### config.mk
export PLATFORM = sky130hd
export DESIGN_NAME = frame_sequencer
export DESIGN_NICKNAME = d
export VERILOG_FILES = /design/src/rtl/frame_seq_pkg.sv /design/src/rtl/frame_sequencer_beat_counter.sv /design/src/rtl/frame_sequencer.sv
export SDC_FILE = /design/constraint.sdc
export NUM_CORES = 1
export LEC_CHECK = 0
export CAP_MARGIN = 30
export CORE_ASPECT_RATIO = 1.5
export CORE_UTILIZATION = 45
export DETAILED_ROUTE_END_ITERATION = 16
export DONT_BUFFER_PORTS = 1
export PLACE_DENSITY_LB_ADDON = 0.2
export SKIP_LAST_GASP = 1
export SLEW_MARGIN = 5
export SYNTH_ARGS = -nofsm -noshare
export SYNTH_HDL_FRONTEND = slang
export SYNTH_SLANG_ARGS = --single-unit
export TNS_END_PERCENT = 5
### constraint.sdc
create_clock -name clock -period 6.5 [get_ports clock]
set_clock_uncertainty 0.1 [all_clocks]
set_input_delay 1.625 -clock clock [delete_from_list [all_inputs] [get_ports clock]]
set_output_delay 1.625 -clock clock [all_outputs]
set_load 0.02 [all_outputs]
### src/rtl/frame_seq_pkg.sv
// Shared types and constants for the frame sequencer: FSM state encoding,
// header command bit position and frame counter width.
package frame_seq_pkg;

    typedef enum logic [1:0] {
        IDLE,
        SRST,
        LOAD,
        DRAIN
    } seq_state_t;

    localparam int HDR_CMD_BIT    = 31;
    localparam int FRAME_CNT_BITS = 16;

endpackage

### src/rtl/frame_sequencer_beat_counter.sv
// Loadable down-counter that flags the final beat (count == 1); stops at zero
// so a stray decrement after the terminal beat cannot wrap.
module beat_counter
    import frame_seq_pkg::*;
#(
    parameter int W = 11
) (
    input  logic         clock,
    input  logic         reset,
    input  logic         load,
    input  logic [W-1:0] load_val,
    input  logic         dec,
    output logic         terminal
);

    logic [W-1:0] count;

    always_ff @(posedge clock or posedge reset) begin
        if (reset) begin
            count <= '0;
        end else if (load) begin
            count <= load_val;
        end else if (dec && (count != '0)) begin
            count <= count - W'(1);
        end
    end

    assign terminal = (count == W'(1));

endmodule

### src/rtl/frame_sequencer.sv
// Host-side frame controller: parses a length header, forwards LEN payload words
// to the datapath, waits for the result beats, and issues timed soft resets.
module frame_sequencer
    import frame_seq_pkg::*;
#(
    parameter int MAX_WORDS    = 1024,
    parameter int RESULT_WORDS = 10,
    parameter int SRST_CYCLES  = 4,
    parameter int CNT_BITS     = $clog2(MAX_WORDS + 1)
) (
    input  logic                      clock,
    input  logic                      reset,
    input  logic [31:0]               host_data,
    input  logic                      host_valid,
    output logic                      host_ready,
    output logic [31:0]               dp_data,
    output logic                      dp_valid,
    output logic                      dp_last,
    input  logic                      dp_ready,
    input  logic                      res_valid,
    input  logic                      res_ready,
    output logic                      soft_reset,
    output logic                      busy,
    output logic                      frame_done,
    output logic                      len_err,
    output logic [FRAME_CNT_BITS-1:0] frame_cnt
);

    localparam int RES_BITS  = $clog2(RESULT_WORDS + 1);
    localparam int SRST_BITS = $clog2(SRST_CYCLES + 1);

    seq_state_t          state;
    logic [RES_BITS-1:0] res_cnt;
    logic [RES_BITS-1:0] res_cnt_next;

    logic                host_fire;
    logic                res_fire;
    logic                hdr_cmd;
    logic [CNT_BITS-1:0] hdr_len;
    logic                hdr_ok;
    logic                rem_load;
    logic                rem_dec;
    logic                rem_term;
    logic                srst_load;
    logic                srst_dec;
    logic                srst_term;
    logic                res_count_en;
    logic                drain_done;

    // Ready/valid are pure state decodes so LOAD is a zero-latency pass-through.
    always_comb begin
        host_ready = 1'b0;
        dp_valid   = 1'b0;
        case (state)
            IDLE: host_ready = 1'b1;
            LOAD: begin
                host_ready = dp_ready;
                dp_valid   = host_valid;
            end
            default: ;
        endcase
    end

    assign dp_data = host_data;
    assign dp_last = (state == LOAD) && rem_term;
    assign busy    = (state != IDLE);

    assign host_fire = host_valid && host_ready;
    assign res_fire  = res_valid && res_ready;
    assign hdr_cmd   = host_data[HDR_CMD_BIT];
    assign hdr_len   = host_data[CNT_BITS-1:0];
    assign hdr_ok    = (hdr_len != '0) && (hdr_len <= CNT_BITS'(MAX_WORDS));

    assign rem_load  = (state == IDLE) && host_fire && !hdr_cmd && hdr_ok;
    assign rem_dec   = (state == LOAD) && host_fire;
    assign srst_load = (state == IDLE) && host_fire && hdr_cmd;
    assign srst_dec  = (state == SRST);

    // Results only count while a frame is in flight; the count saturates.
    assign res_count_en = ((state == LOAD) || (state == DRAIN)) && res_fire
                          && (res_cnt != RES_BITS'(RESULT_WORDS));

    always_comb begin
        res_cnt_next = res_cnt;
        if (rem_load) begin
            res_cnt_next = '0;
        end else if (res_count_en) begin
            res_cnt_next = res_cnt + RES_BITS'(1);
        end
    end

    assign drain_done = (state == DRAIN) && (res_cnt_next == RES_BITS'(RESULT_WORDS));

    beat_counter #(
        .W (CNT_BITS)
    ) u_remaining (
        .clock    (clock),
        .reset    (reset),
        .load     (rem_load),
        .load_val (hdr_len),
        .dec      (rem_dec),
        .terminal (rem_term)
    );

    beat_counter #(
        .W (SRST_BITS)
    ) u_srst (
        .clock    (clock),
        .reset    (reset),
        .load     (srst_load),
        .load_val (SRST_BITS'(SRST_CYCLES)),
        .dec      (srst_dec),
        .terminal (srst_term)
    );

    always_ff @(posedge clock or posedge reset) begin
        if (reset) begin
            state      <= IDLE;
            res_cnt    <= '0;
            soft_reset <= 1'b0;
            frame_done <= 1'b0;
            len_err    <= 1'b0;
            frame_cnt  <= '0;
        end else begin
            frame_done <= 1'b0;
            len_err    <= 1'b0;
            res_cnt    <= res_cnt_next;
            case (state)
                IDLE: begin
                    if (host_fire) begin
                        if (hdr_cmd) begin
                            state      <= SRST;
                            soft_reset <= 1'b1;
                        end else if (!hdr_ok) begin
                            len_err <= 1'b1;
                        end else begin
                            state <= LOAD;
                        end
                    end
                end
                SRST: begin
                    // Counter was loaded with SRST_CYCLES, so this state lasts that many cycles.
                    if (srst_term) begin
                        state      <= IDLE;
                        soft_reset <= 1'b0;
                    end
                end
                LOAD: begin
                    if (host_fire && rem_term) begin
                        state <= DRAIN;
                    end
                end
                DRAIN: begin
                    if (drain_done) begin
                        state      <= IDLE;
                        frame_done <= 1'b1;
                        frame_cnt  <= frame_cnt + FRAME_CNT_BITS'(1);
                    end
                end
                default: state <= IDLE;
            endcase
        end
    end

endmodule
==> results of run 1 <==
==> power by group <==
| part | switching [uW] | internal [uW] |
|---|---|---|
| clock | 84.6 | 153 |
| sequential | 86.4 | 306 |
| combinational | 169 | 117 |
==> flip-flops by register name (all words and copies together) (netlist names) <==
register / count
frame_cnt: 16
u_remaining.count: 11
res_cnt: 4
u_srst.count: 3
state: 2
frame_done: 1
len_err: 1
soft_reset: 1
==> kinds of logic (layout without fill, tap and decap cells) <==
logic type,count (synthesis),count (layout),share of synthesized area [%]
adder cells (fa/ha/maj),8,8,3.92
multiplexers,5,5,2.30
XOR/XNOR,22,22,7.55
buffers and inverters,54,23,13.9
AO/OA/AOI/OAI,33,33,9.95
flip-flops,39,39,38.2
AND/OR/NAND/NOR,107,107,24.2
==> how the worst min path moves through the flow <==
stage	start	end	slack, ns	depth (start not counted)
after floorplan	u_remaining.count[5]$_DFFE_PP0P_	u_remaining.count[5]$_DFFE_PP0P_	0.42	1
after global placement	u_remaining.count[10]$_DFFE_PP0P_	u_remaining.count[10]$_DFFE_PP0P_	0.46	2
after detailed placement	u_remaining.count[10]$_DFFE_PP0P_	u_remaining.count[10]$_DFFE_PP0P_	0.46	2
after CTS	u_remaining.count[10]$_DFFE_PP0P_	u_remaining.count[10]$_DFFE_PP0P_	0.48	2
after global routing	u_remaining.count[10]$_DFFE_PP0P_	u_remaining.count[10]$_DFFE_PP0P_	0.50	2
final	u_remaining.count[10]$_DFFE_PP0P_	u_remaining.count[10]$_DFFE_PP0P_	0.47	2
==> per-stage QoR <==
step                      std cells  hold WS (ns)  util (%)  worst slack [ns]  power [uW]
after floorplan                 268         0.424         -              2.90         655
after global placement          299         0.463      43.1              2.70         677
after detailed placement        299         0.465      43.1              2.63         684
after CTS                       307         0.476      45.6              2.48         927
after global routing            307         0.498      45.6              2.35         984
final                           307         0.471      45.6              2.50         916
==> worst max-delay path, stage by stage (launching register included) <==
cell     delay (ns)
dfrtp_1        0.44
nor4_1         0.69
nand4_1        0.25
nor3_1         0.60
==> cell usage in the layout, fill, tap and decap left out, types with 2 or more instances in the layout <==
cell type  netlist  routed
a211oi_1         2       2
a21oi_1          4       4
a31oi_1          4       4
and3_1           9       9
and4_1           4       4
buf_4           32       2
bufinv_16        0       2
clkbuf_8         0       5
dfrtp_1         39      39
ha_1             8       8
inv_1           12      12
mux2_2           3       3
nand2_1         20      20
nand2b_1         2       2
nand3_1          8       8
nand4_1          8       8
nor2_1          16      16
nor3_1           7       7
nor3b_1          2       2
nor4_1          15      15
nor4b_1          2       2
o21a_1           2       2
o21ai_0          4       4
o22ai_1          2       2
or3_4            2       2
xnor2_1          6       6
xor2_1          16      16
==> final cells by class <==
type	instances	share of cell area, %
Multi-Input combinational cell	175	49.3
Sequential cell	39	39.3
Tap cell	70	3.53
Clock buffer	6	2.92
Clock inverter	2	2.42
Inverter	13	1.96
Timing Repair Buffer	2	0.605
==> metal layers <==
metal / vias to the layer above / routed length (microns)
li1: 866 / -
met2: 48 / 2850
met4: 0 / 71
met1: 860 / 2110
met3: 6 / 273
met5: - / 0
==> impl_metrics.yaml, run 1 <==
floorplanning:
  core_sq_mm: 0.00545
  die_area_sq_mm: 0.00599
  placementRows: 33
  io_pins: 93
  die_y_microns: 94.3
  die_x_microns: 63.5
  start_util_pct: 46.9
logic_synthesis:
  syn-cell-area_sq_mm: 0.00255
  ys_top_cells_by_area: "dfrtp_1 (38%), buf_4 (9.4%), xor2_1 (5.5%), ha_1 (3.9%), nor4_1 (3.7%)"
  synth-edff-count: 0
  synth_ff_type: "dfrtp_1"
  synthTopCellsByCount: "dfrtp_1 (39), buf_4 (32), nand2_1 (20)"
  yosysWarningCount: 0
  synthCells: 268
  syn_area_per_cell_sq_um: 9.53
  yosysSeqAreaShare_pct: 38.2
  synth_area_leader_cell: "dfrtp_1"
  synth_top_area_share_pct: 38.2
  ys_seq_elements: 39
  postSynthNetCount: 314
  synth_most_common_cell: "dfrtp_1"
  ys_types: 58
  async_reset_ff_share_pct: 100
timing:
  max_clock_freq_ghz: 0.250
  min_period_over_period_pct: 61.5
  setup_viol: 0
  hold_violations: 0
  setup_tns_ns: 0
  worst_pin_slew_ns: 0.743
  layout_min_cycle_time_ns: 4.00
  slew_headroom_pct: 50.0
  drv_slew: 0
  grt_setup_unrepaired: "no"
final_layout:
  area_growth_pct: -2.74
  multi_input_area_sq_mm: 0.00122
  fin_nets: 282
  nFillCells: 532
  antennaDiodeCount: 0
  final_cell_area_sq_mm: 0.00248
  ff_latch_area_sq_um: 976
  drive_gt1_share_pct: 9.70
drt:
  drtAntennaViolNets: 0
  avgViaCountPerCell: 5.80
  drc_errors: 0
  wl_per_cell_microns: 17.3
  firstDrtPassIters: 4
  detailroute.via_count: 1780
  drt_iter0_markers: 80
  drt-total-wl_microns: 5300
setup_path:
  required_ns: 4.78
  crit_path_start: "u_remaining.count[4]$_DFFE_PP0P_"
  critPathKind: "reg -> out"
  timing.rr.end: "frame_cnt[1]$_DFFE_PP0P_"
  rr_worst_depth: 5
  regToRegSetupSlack_ns: 3.67
  cp_max_fo: 6
  crit_end: "dp_last"
  arrival_ns: 2.27
  crit-reg2reg-launch: "state[1]$_DFFE_PP0P_"
  worstSetupEndpointType: "primary output"
  start_kind: "flip-flop"
clock_tree:
  clock-sinks: 39
  clockBufferDepth: 2
  htreeDepth: 2
  cts_tree: "built"
  post_cts_buffers: 0
  cts_resized: 0
  path_clk_slew_ns: 0.07
  postCtsHoldBufs: 0
  insertion_delay_ns: 0.29
  cts_buffers: 5
  cts_root_buffer: "clkbuf_8"
global_route:
  grt-ovfl-total: 0
  grt_max_degree: 40
  grtUsageMet1_pct: 19.7
  use_met3_pct: 5.58
  grt_pass1_vias: 1827
  grt_pass1_wl_microns: 8670
  grtUsageTotal_pct: 18.7
  antenna_found_initial: 0
  gr-usage-met2_pct: 34.3
  top_usage_layer: "met2"
power:
  ir_worst_vdd_mv: 0.115
  leakagePower_uw: 0.00115
  power_density_mw_per_mm2: 369
place:
  place_area_sq_mm: 0.00235
  io_buffers: 0
  routabilityCongestion: 0.820
  dp_hpwl_microns: 3890
run_status:
  status: "finished, final reports clean"
min_path:
  hold_path_class: "reg -> reg"
job:
  cap_violations: 0
(Power assumes the default switching activity.)
==> run 2: changes to the inputs <==
- clock period: 6.5 -> 3.3 ns (I/O delays scaled with it)
==> run 2 against run 1 <==
Compared with the run above: non-clock buffer count is 3 higher; largest cell class unchanged; routed wire length about the same; via count up 2.8%.
==> impl_metrics.yaml, run 2 (synthesized netlist as in run 1, its figures left out) <==
run_status:
  status: "finished, final reports clean"
final_layout:
  multi_input_area_sq_mm: 0.00122
  mostFrequentLayoutCells: "dfrtp_1 (39), nand2_1 (20), xor2_1 (16), nor2_1 (16), nor4_1 (15)"
  nFillCells: 553
  area_growth_pct: -2.45
  largest_reg_flops: 16
  drive_gt1_share_pct: 11.3
  top_register: "frame_cnt"
  final_common_cell: "dfrtp_1"
  fin_nets: 285
  reg_top3: "frame_cnt: 16 flops, u_remaining.count: 11 flops, res_cnt: 4 flops"
  antennaDiodeCount: 0
  ff_latch_area_sq_um: 976
timing:
  layout_min_cycle_time_ns: 2.71
  holdWs_ns: 0.434
  worst_pin_slew_ns: 0.543
  max_clock_freq_ghz: 0.369
  hold_violations: 0
  slew_headroom_pct: 63.8
  setup_viol: 0
  grt_setup_unrepaired: "no"
  drv_slew: 0
  min_period_over_period_pct: 82.1
  setup_tns_ns: 0
floorplanning:
  die_x_microns: 63.5
  die_area_sq_mm: 0.00599
  die_y_microns: 94.3
  placementRows: 33
  core_sq_mm: 0.00545
  start_util_pct: 46.9
  io_pins: 93
global_route:
  grt_max_degree: 40
  grt_pass1_wl_microns: 8830
  grt-ovfl-total: 0
  grt_pass1_vias: 1833
  grtUsageTotal_pct: 19.3
  antenna_found_initial: 0
power:
  leakagePower_uw: 0.00116
  ir_worst_vdd_mv: 0.229
  power_density_mw_per_mm2: 709
job:
  cap_violations: 0
clock_tree:
  path_clk_slew_ns: 0.08
  insertion_delay_ns: 0.30
  clock-sinks: 39
  cts_root_buffer: "clkbuf_8"
  cts_resized: 0
  cts_buffers: 5
  htreeDepth: 2
  cts_tree: "built"
  postCtsHoldBufs: 0
  clockBufferDepth: 2
  post_cts_buffers: 0
setup_path:
  rr_worst_depth: 7
  crit_path_start: "u_remaining.count[8]$_DFFE_PP0P_"
  cp_max_fo: 6
  critPathKind: "reg -> out"
  worstSetupEndpointType: "primary output"
  start_kind: "flip-flop"
  regToRegSetupSlack_ns: 0.62
  arrival_ns: 1.78
  timing.rr.end: "frame_cnt[1]$_DFFE_PP0P_"
  required_ns: 2.37
  crit-reg2reg-launch: "res_cnt[0]$_DFF_PP0_"
place:
  routabilityCongestion: 0.801
  io_buffers: 0
  dp_hpwl_microns: 3950
drt:
  drt-total-wl_microns: 5300
  firstDrtPassIters: 4
  drt_iter0_markers: 69
  wl_per_cell_microns: 17.1
  drtAntennaViolNets: 0
  drc_errors: 0
  avgViaCountPerCell: 5.90
  detailroute.via_count: 1829
min_path:
  hold_path_class: "in -> async"
-- run 2: changes by cell type in the layout (fill, tap and decap cells not counted) --
cell,before,now
clkbuf_1,1,0
clkbuf_8,5,6
buf_4,2,5
bufinv_16,2,1
clkinv_2,0,1
-- run 2: per-stage QoR --
step	utilization, %	worst slack (ns)	instances	power (uW)	cell area (sq um)
floorplan	-	0.759	268	1290	2550
global placement	43.5	0.639	302	1360	2370
detailed placement	43.5	0.605	302	1370	2370
CTS	45.7	0.571	310	1790	2490
global route	45.7	0.419	310	1900	2490
finish	45.7	0.591	310	1770	2490
-- run 2: critical path, cell delays in order (launching register included) --
cell	delay, ns
dfrtp_1	0.43
nor3_1	0.45
nand4_1	0.22
nor3_1	0.21
buf_4	0.18
-- run 2: worst max path at each step --
stage                               end  cells past startpoint
4_1_cts                         dp_last                      4
6_report                        dp_last                      4
5_1_grt                         dp_last                      4
2_1_floorplan                   dp_last                      3
3_3_place_gp   frame_cnt[1]$_DFFE_PP0P_                      7
3_5_place_dp   frame_cnt[1]$_DFFE_PP0P_                      7
-- run 2: final cells by class --
class	count	area share, %
tap	70	3.52
multi-input combinational	175	49.1
sequential	39	39.2
clock buffer	6	3.31
clock inverter	2	1.41
timing repair buffer	5	1.51
inverter	13	1.96
-- run 2: layer usage --
metal	GRT usage, %	vias to the layer above	part of all wire [%]
met2	36.7	48	55
met1	19.2	901	38
met5	0	-	0
li1	-	874	-
met3	5.95	6	5.7
met4	7.39	0	1.4
-- run 2: power breakdown --
part	internal, uW	total [uW]	switching (uW)	leakage (uW)
combinational	247	586	339	0.000595
clock	245	415	170	0.0000612
sequential	602	766	164	0.000504
total	1090	1770	673	0.00116
==> run 3: changes to the inputs <==
- clock period: 3.3 -> 2.5 ns (I/O delays scaled with it)
==> run 3 against run 2 <==
Compared with the run above: first-iteration DRC count is 16% lower; register-to-register slack lost 0.58 ns; core utilization rose by 2.2 points; highest routed layer unchanged.
==> impl_metrics.yaml, run 3 (synthesized netlist as in run 1, its figures left out) <==
setup_path:
  regToRegSetupSlack_ns: 0.04
  worstSetupEndpointType: "flip-flop"
  cpLargestDelayFamily: "simple AND/OR/NAND/NOR gates"
  crit-reg2reg-launch: "res_cnt[0]$_DFF_PP0_"
  critPathKind: "reg -> reg"
  worst_path_max_delay_cell: "or3_2"
  required_ns: 2.58
  arrival_ns: 2.54
  path_cells: "inv_1 > ha_1 > or3_2 > mux2_2 > or3_4 > mux2_4"
  start_kind: "flip-flop"
  rr_worst_depth: 6
  cp_max_fo: 4
  crit_buf_inv: 1
  cpPeakStageDelay_ns: 0.46
  timing.rr.end: "frame_cnt[1]$_DFFE_PP0P_"
final_layout:
  mostFrequentLayoutCells: "dfrtp_1 (39), nand2_1 (20), buf_4 (19), xor2_1 (16), nor2_1 (16)"
  largest_reg_flops: 16
  nFillCells: 543
  top_register: "frame_cnt"
  final_common_cell: "dfrtp_1"
  finish.utilization_pct: 47.9
  drive_gt1_share_pct: 18.4
  antennaDiodeCount: 0
  fin_nets: 300
  area_growth_pct: 2.30
  reg_top3: "frame_cnt: 16 flops, u_remaining.count: 11 flops, res_cnt: 4 flops"
power:
  power_density_mw_per_mm2: 910
  ir_worst_vdd_mv: 0.375
  leakagePower_uw: 0.00123
  p_total_uw: 2380
run_status:
  status: "finished, final reports clean"
drt:
  detailroute.via_count: 1863
  firstDrtPassIters: 5
  drt_iter0_markers: 58
  drc_errors: 0
  wl_per_cell_microns: 16.9
  drtAntennaViolNets: 0
  drt-total-wl_microns: 5500
  avgViaCountPerCell: 5.73
clock_tree:
  clock-sinks: 39
  clockBufferDepth: 2
  insertion_delay_ns: 0.29
  cts_buffers: 5
  htreeDepth: 2
  cts_tree: "built"
  cts_root_buffer: "clkbuf_8"
  path_clk_slew_ns: 0.08
min_path:
  hold_path_class: "in -> async"
place:
  place_ws_ns: 0.0440
  routabilityCongestion: 0.840
  dp_hpwl_microns: 4120
  io_buffers: 0
floorplanning:
  die_y_microns: 94.3
  die_area_sq_mm: 0.00599
  io_pins: 93
  core_sq_mm: 0.00545
  placementRows: 33
  start_util_pct: 46.9
  die_x_microns: 63.5
timing:
  setup_viol: 0
  drv_slew: 0
  worst_pin_slew_ns: 0.516
  min_period_over_period_pct: 98.3
  slew_headroom_pct: 65.6
  layout_min_cycle_time_ns: 2.46
  max_clock_freq_ghz: 0.407
  hold_violations: 0
  fin_ws_ns: 0.0421
  grt_setup_unrepaired: "yes"
  holdWs_ns: 0.242
global_route:
  antenna_found_initial: 0
  grt_max_degree: 40
  grt-ovfl-total: 0
  grtUsageTotal_pct: 19.5
  grt_pass1_wl_microns: 8910
  grt_pass1_vias: 1970
job:
  cap_violations: 0
==> run 3: changes by cell type in the layout (fill, tap and decap cells not counted), sizes merged <==
| cell | change |
|---|---|
| buf | +15 |
| bufinv | -1 |
| clkinv | +2 |
| clkbuf | -1 |
==> run 3: where the power goes <==
part	total, uW	switching (uW)	internal [uW]	leakage [uW]
clock network	414	223	191	0.0000477
registers	991	196	795	0.000504
logic	972	524	448	0.000676
==> run 3: what timing repair did <==
action                     4_1_cts  5_1_grt
hold buffers                     0        0
setup endpoints to repair        1       14
resized for setup                2        3
setup buffers                    0        0
==> run 3: worst max path at each step <==
| stage | slack [ns] | cells after the start | start | end |
|---|---|---|---|---|
| floorplan | 0.1 | 7 | state[0]$_DFFE_PP0P_ | frame_cnt[1]$_DFFE_PP0P_ |
| global placement | 0.08 | 6 | res_cnt[0]$_DFF_PP0_ | frame_cnt[1]$_DFFE_PP0P_ |
| detailed placement | 0.04 | 6 | res_cnt[0]$_DFF_PP0_ | frame_cnt[1]$_DFFE_PP0P_ |
| CTS | 0.04 | 6 | res_cnt[0]$_DFF_PP0_ | frame_cnt[1]$_DFFE_PP0P_ |
| global route | -0.06 | 7 | res_cnt[0]$_DFF_PP0_ | frame_cnt[10]$_DFFE_PP0P_ |
| finish | 0.04 | 6 | res_cnt[0]$_DFF_PP0_ | frame_cnt[1]$_DFFE_PP0P_ |
==> run 3: cell type report <==
cell class	instances	area, sq um	share of cell area [%]
inverter	13	48.8	1.87
clock buffer	5	68.8	2.63
multi-input combinational	175	1250	48.0
timing repair buffer	20	163	6.23
tap	70	87.6	3.35
clock inverter	3	15.0	0.575
sequential	39	976	37.4
==> run 3: metrics by stage <==
step	cell area [sq um]	setup TNS, ns	cells
after detailed placement	2500	0	317
after floorplan	2550	0	268
after global routing	2610	-0.446	325
after CTS	2590	0	325
after global placement	2500	0	317
final	2610	0	325
==> run 3: routing by layer <==
metal	track usage (%)	vias to the layer above	wire length (microns)
li1	-	899	-
met1	18.8	904	2060
met2	36.4	50	3010
met3	6.92	10	299
met4	8.52	0	129
met5	0	-	0
==> RTL edit 1, RTL diff (config.mk and constraints of run 2) <==
Change the parameter `MAX_WORDS` from 1024 to 2048.
--- a/src/rtl/frame_sequencer.sv
+++ b/src/rtl/frame_sequencer.sv
@@ -3,7 +3,7 @@
 module frame_sequencer
     import frame_seq_pkg::*;
 #(
-    parameter int MAX_WORDS    = 1024,
+    parameter int MAX_WORDS    = 2048,
     parameter int RESULT_WORDS = 10,
     parameter int SRST_CYCLES  = 4,
     parameter int CNT_BITS     = $clog2(MAX_WORDS + 1)
Check against the original RTL: not equivalent (Yosys sat finds a counterexample within 4 cycles, from zero or initial values and one cycle with reset high).
==> RTL edit 1 against run 2 <==
- setup slack lost 0.35 ns
- die area fell by 3.9%
- final cell count is 1.9% lower
- routed wire length shrank 7.4%
- combinational power decreased by 19%
- power shrank 10%
- synthesized area fell by 4.0%
- critical path depth unchanged
- sequential cell count rose by 1
- sequential power fell by 7.3%
- cell area decreased by 2.7%
- largest power group unchanged
==> RTL edit 1: results (changes against run 2) <==
| Metric | Value |
|---|---|
| Outcome | `finished, final reports clean (unchanged)` |
| Worst reg2reg setup slack | `0.80 ns (was 0.62 ns)` |
| Post-route fraction of the period consumed by the critical path | `92.8% (was 82.1%)` |
| Pin count of the biggest net entering global routing | `23 (was 40)` |
| Synth Area in Compound Gates | `11.7% (was 9.95%)` |
| Number of global-route vias before repair | `1,715 (was 1,833)` |
| Routed vias/inst | `5.67 (was 5.90)` |
| Multiplexer share of the synthesized area | `1.33% (was 2.30%)` |
| Number of antenna violations at the first check in global routing | `0 (unchanged)` |
| Clock-pin slew on the worst setup and hold paths | `0.08 ns (about the same)` |
| Layout cells sized above 1 | `9.32% (was 11.3%)` |
| H-Tree Level Count | `2 (unchanged)` |
| Worst path slowest cell | `or4_1 (was nor3_1)` |
| Cts bufs inserted | `5 (unchanged)` |
| Half-perimeter wire length of the detailed placement result | `3730 microns (was 3950 microns)` |
| Share of synthesized area occupied by flip-flops and latches | `40.8% (was 38.2%)` |
| Leading post-synthesis cells by instance count | `40 x dfrtp_1, 32 x buf_4, 21 x nand2_1 (was 39 x dfrtp_1, 32 x buf_4, 20 x nand2_1)` |
| Placer congestion estimate | `0.801 (about the same)` |
| Post-synth cell types | `49 (was 58)` |
| Registers with the most flip-flops | `frame_cnt (16), u_remaining.count (12), res_cnt (4) (was frame_cnt (16), u_remaining.count (11), res_cnt (4))` |
| Min-Delay Path Class | `register to register (was input pin to async pin)` |
| Arithmetic-cell share of the synthesized area counting full adders, half adders and majority gates | `4.08% (was 3.92%)` |
| Post-synthesis net count | `306 (was 314)` |
| Worst setup slack before clock tree synthesis | `0.550 ns (was 0.605 ns)` |
| Pleak | `1.13 nW (was 1.16 nW)` |
| Total global routing track utilization | `18.2% (was 19.3%)` |
| Post-synthesis share of cell area spent on xor and xnor gates | `7.86% (was 7.55%)` |
| Maximum fanout along the worst path | `7 (was 6)` |
| Relative slew slack | `41.5% (was 63.8%)` |
| WL/cell | `16.1 microns (was 17.1 microns)` |
| Worst IR Drop VDD | `0.389 mV (was 0.229 mV)` |
| First-pass GRT wire length | `8230 microns (was 8830 microns)` |
| First DRT Iteration DRCs | `55 (was 69)` |
| Top post-synthesis cells by area | `dfrtp_1 41%, buf_4 9.8%, xnor2_1 6.1%, ha_1 4.1%, nand2_1 3.2% (was dfrtp_1 38%, buf_4 9.4%, xor2_1 5.5%, ha_1 3.9%, nor4_1 3.7%)` |
| Largest stage delay, worst path | `0.57 ns (was 0.45 ns)` |
| Nets | `281 (was 285)` |
| Critical path arrival | `2.14 ns (was 1.78 ns)` |
==> RTL edit 1: cell types whose count changed in the layout (fill, tap and decap cells not counted), sizes merged, moves of 3 or more <==
cell	delta
o21ai	+8
xor2	-11
or3	-4
a221o	+5
nor4	-11
nor2b	+3
xnor2	+11
nor2	+3
and2	+4
==> RTL edit 1: path summary, 6_finish.rpt <==
kind,start,to,cells past startpoint
worst max-delay path,u_remaining.count[4],dp_last,4
worst min-delay path,u_remaining.count[7],u_remaining.count[7],1
worst max register to register,res_cnt[0],frame_cnt[9],8
worst min register to register,u_remaining.count[7],u_remaining.count[7],1
max in group asynchronous,reset,frame_cnt[9],2
min in group asynchronous,reset,soft_reset,1
==> RTL edit 1: critical path: cells and delay by family (launching register included) <==
kind             cells  cell delay, ns
AND/OR/NAND/NOR      4            1.41
flip-flops           1            0.44
==> RTL edit 1: area by class of cell <==
class	instances	area (sq um)
Multi-Input combinational cell	170	1140
Inverter	13	48.8
Fill cell	515	2780
Clock inverter	3	42.5
Clock buffer	5	68.8
Timing Repair Buffer	5	37.5
Tap cell	68	85.1
Sequential cell	40	1000
==> RTL edit 1: metrics by stage <==
stage                     power, mW  std cells  hold slack, ns  area, sq um
after global placement         1.18        296           0.411         2310
after detailed placement       1.19        296           0.415         2310
after global routing           1.70        304           0.466         2420
final                          1.58        304           0.445         2420
after floorplan                1.12        260           0.370         2450
after CTS                      1.60        304           0.441         2420
==> RTL edit 1: routing by layer <==
metal,global-route usage (%),routed length (microns),up-vias
met1,19.2,2000,838
met5,0,0,-
li1,-,-,827
met2,33.6,2570,52
met3,5.67,266,8
met4,6.78,65,0
==> RTL edit 1: power by group <==
group          internal (mW)  switching, mW  leakage, nW
sequential             0.591          0.120        0.518
clock                  0.224          0.174       0.0541
combinational          0.211          0.263        0.556
==> RTL edit 2, RTL diff (config.mk and constraints of run 2) <==
Without the edit above. The 4 states of `seq_state_t` get a Gray code encoding in 2 bits.
--- a/src/rtl/frame_seq_pkg.sv
+++ b/src/rtl/frame_seq_pkg.sv
@@ -3,10 +3,10 @@
 package frame_seq_pkg;
 
     typedef enum logic [1:0] {
-        IDLE,
-        SRST,
-        LOAD,
-        DRAIN
+        IDLE  = 2'b00,
+        SRST  = 2'b01,
+        LOAD  = 2'b11,
+        DRAIN = 2'b10
     } seq_state_t;
 
     localparam int HDR_CMD_BIT    = 31;
Formal check against the unedited RTL: no difference found for any inputs over 10 cycles, from zero or initial values and one cycle with reset high; not proved beyond that.
==> RTL edit 2 against run 2 <==
- power increased by 3.4%
- synthesized area decreased by 3.4%
- first-iteration DRC count decreased by 16%
- setup slack got worse by 0.35 ns
- routed wire length decreased by 13%
- cell area decreased by 0.85%
- register-to-register slack got worse by 0.03 ns
- sequential cell count unchanged
- critical path type unchanged
- critical endpoint unchanged
- largest cell class unchanged
==> RTL edit 2: results (changes against run 2) <==
| Metric | Value |
|---|---|
| Min-Delay Path Class | `register to register (was input pin to async pin)` |
| Routed WL | `4590 microns (was 5300 microns)` |
| Top post-synthesis cells by area | `dfrtp_1 40%, buf_4 9.7%, ha_1 6.6%, xnor2_1 6.0%, xor2_1 4.3% (was dfrtp_1 38%, buf_4 9.4%, xor2_1 5.5%, ha_1 3.9%, nor4_1 3.7%)` |
| Outcome | `finished, final reports clean (unchanged)` |
| Half-perimeter wire length of the detailed placement result | `3460 microns (was 3950 microns)` |
| Routed length on met1 | `1840 microns (was 2020 microns)` |
| Startpoint of the lowest-slack register-to-register path | `state[0] (was res_cnt[0])` |
| Layout cells sized above 1 | `7.50% (was 11.3%)` |
| Met2 Routed Length | `2450 microns (was 2900 microns)` |
| Worst IR Drop VDD | `0.363 mV (was 0.229 mV)` |
| Number of antenna violations at the first check in global routing | `0 (unchanged)` |
| Worst reg2reg setup slack | `0.59 ns (was 0.62 ns)` |
| WL/cell | `14.9 microns (was 17.1 microns)` |
| Total global routing track utilization | `16.9% (was 19.3%)` |
| Share of synthesized area occupied by flip-flops and latches | `39.6% (was 38.2%)` |
| First DRT Iteration DRCs | `58 (was 69)` |
| Worst path slowest cell | `or4b_1 (was nor3_1)` |
| Maximum fanout along the worst path | `3 (was 6)` |
| Number of global-route vias before repair | `1,728 (was 1,833)` |
| First-pass GRT wire length | `7740 microns (was 8830 microns)` |
| Depth of the worst register-to-register path | `8 (was 7)` |
| Relative slew slack | `56.4% (was 63.8%)` |
| Leading post-synthesis cells by instance count | `39 x dfrtp_1, 32 x buf_4, 22 x nand2_1 (was 39 x dfrtp_1, 32 x buf_4, 20 x nand2_1)` |
| Clk Tree Root Cell | `clkbuf_8 (unchanged)` |
| Highest achievable clock rate | `326 MHz (was 369 MHz)` |
| Met3 wire length | `224 microns (was 304 microns)` |
| Placer congestion estimate | `0.794 (was 0.801)` |
| Nets | `290 (was 285)` |
| WHS | `0.419 ns (was 0.434 ns)` |
| Fillers | `521 (was 553)` |
| Post-Syn Area per Cell | `9.38 sq um (was 9.53 sq um)` |
| Post-synth cell types | `44 (was 58)` |
| Routed vias/inst | `5.50 (was 5.90)` |
| Setup bufs post-CTS | `0 (unchanged)` |
| Remaining Overflow, GRT | `0 (unchanged)` |
| Pleak | `1.12 nW (was 1.16 nW)` |
| Largest stage delay, worst path | `approximately 0.44 ns` |
## RTL edit 2: cell count changes in the layout (fill, tap and decap cells not counted), sizes merged, moves of 4 or more
| cell | change |
|---|---|
| nor4 | -10 |
| and2 | +5 |
| xnor2 | +11 |
| xor2 | -4 |
| o21ai | +8 |
| nand4 | +4 |
| ha | +5 |
| and3 | -5 |
## RTL edit 2: area by class of cell
| class | count | area [sq um] | area share [%] |
|---|---|---|---|
| multi-input cells | 172 | 1170 | 47.6 |
| inverters | 15 | 56.3 | 2.28 |
| well taps | 68 | 85.1 | 3.44 |
| clock buffers | 6 | 72.6 | 2.94 |
| flip-flops and latches | 39 | 976 | 39.5 |
| clock inverters | 2 | 60.1 | 2.43 |
| repair buffers | 6 | 45.0 | 1.82 |
## RTL edit 2: kinds of logic after synthesis
logic type	after synthesis	synth area share, %
and+or+nand+nor	96	21.0
buffers and inverters	52	12.8
DFF	39	39.6
AOI/OAI and AO/OA	29	7.40
xor gates and xnor gates	29	10.3
adders and majority gates	13	6.59
muxes	5	2.33
## RTL edit 2: routing by layer
| layer | GRT usage, % | vias to the layer above |
|---|---|---|
| li1 | - | 825 |
| met1 | 18.8 | 815 |
| met2 | 30.3 | 46 |
| met3 | 4.06 | 9 |
| met4 | 6.78 | 0 |
| met5 | 0 | - |
## RTL edit 2: worst max path at each step
| stage | startpoint | endpoint | slack, ns | cells past startpoint |
|---|---|---|---|---|
| after detailed placement | host_data[0] | frame_cnt[1] | 0.54 | 6 |
| after floorplan | u_remaining.count[4] | dp_last | 0.63 | 3 |
| after CTS | u_remaining.count[1] | dp_last | 0.21 | 5 |
| final | u_remaining.count[1] | dp_last | 0.24 | 5 |
| after global placement | u_remaining.count[1] | dp_last | 0.56 | 5 |
| after global routing | u_remaining.count[1] | dp_last | 0.11 | 5 |
## RTL edit 2: power by group
group,internal [mW],total [mW],switching [mW]
Clock,0.302,0.466,0.164
Sequential,0.597,0.738,0.142
Combinational,0.273,0.623,0.349
## RTL edit 2: stage by stage
stage               instance area (sq um)  setup WS [ns]  utilization [%]
detailed placement                   2340          0.539             44.9
finish                               2470          0.236             47.5
global route                         2470          0.112             47.5
global placement                     2340          0.558             44.9
CTS                                  2470          0.214             47.5
floorplan                            2470          0.629                -
## RTL edit 2: worst min-delay path, cell delays in order, from the launching register on
cell     delay (ns)
dfrtp_1        0.34
a21oi_1        0.06
nor2_1         0.08
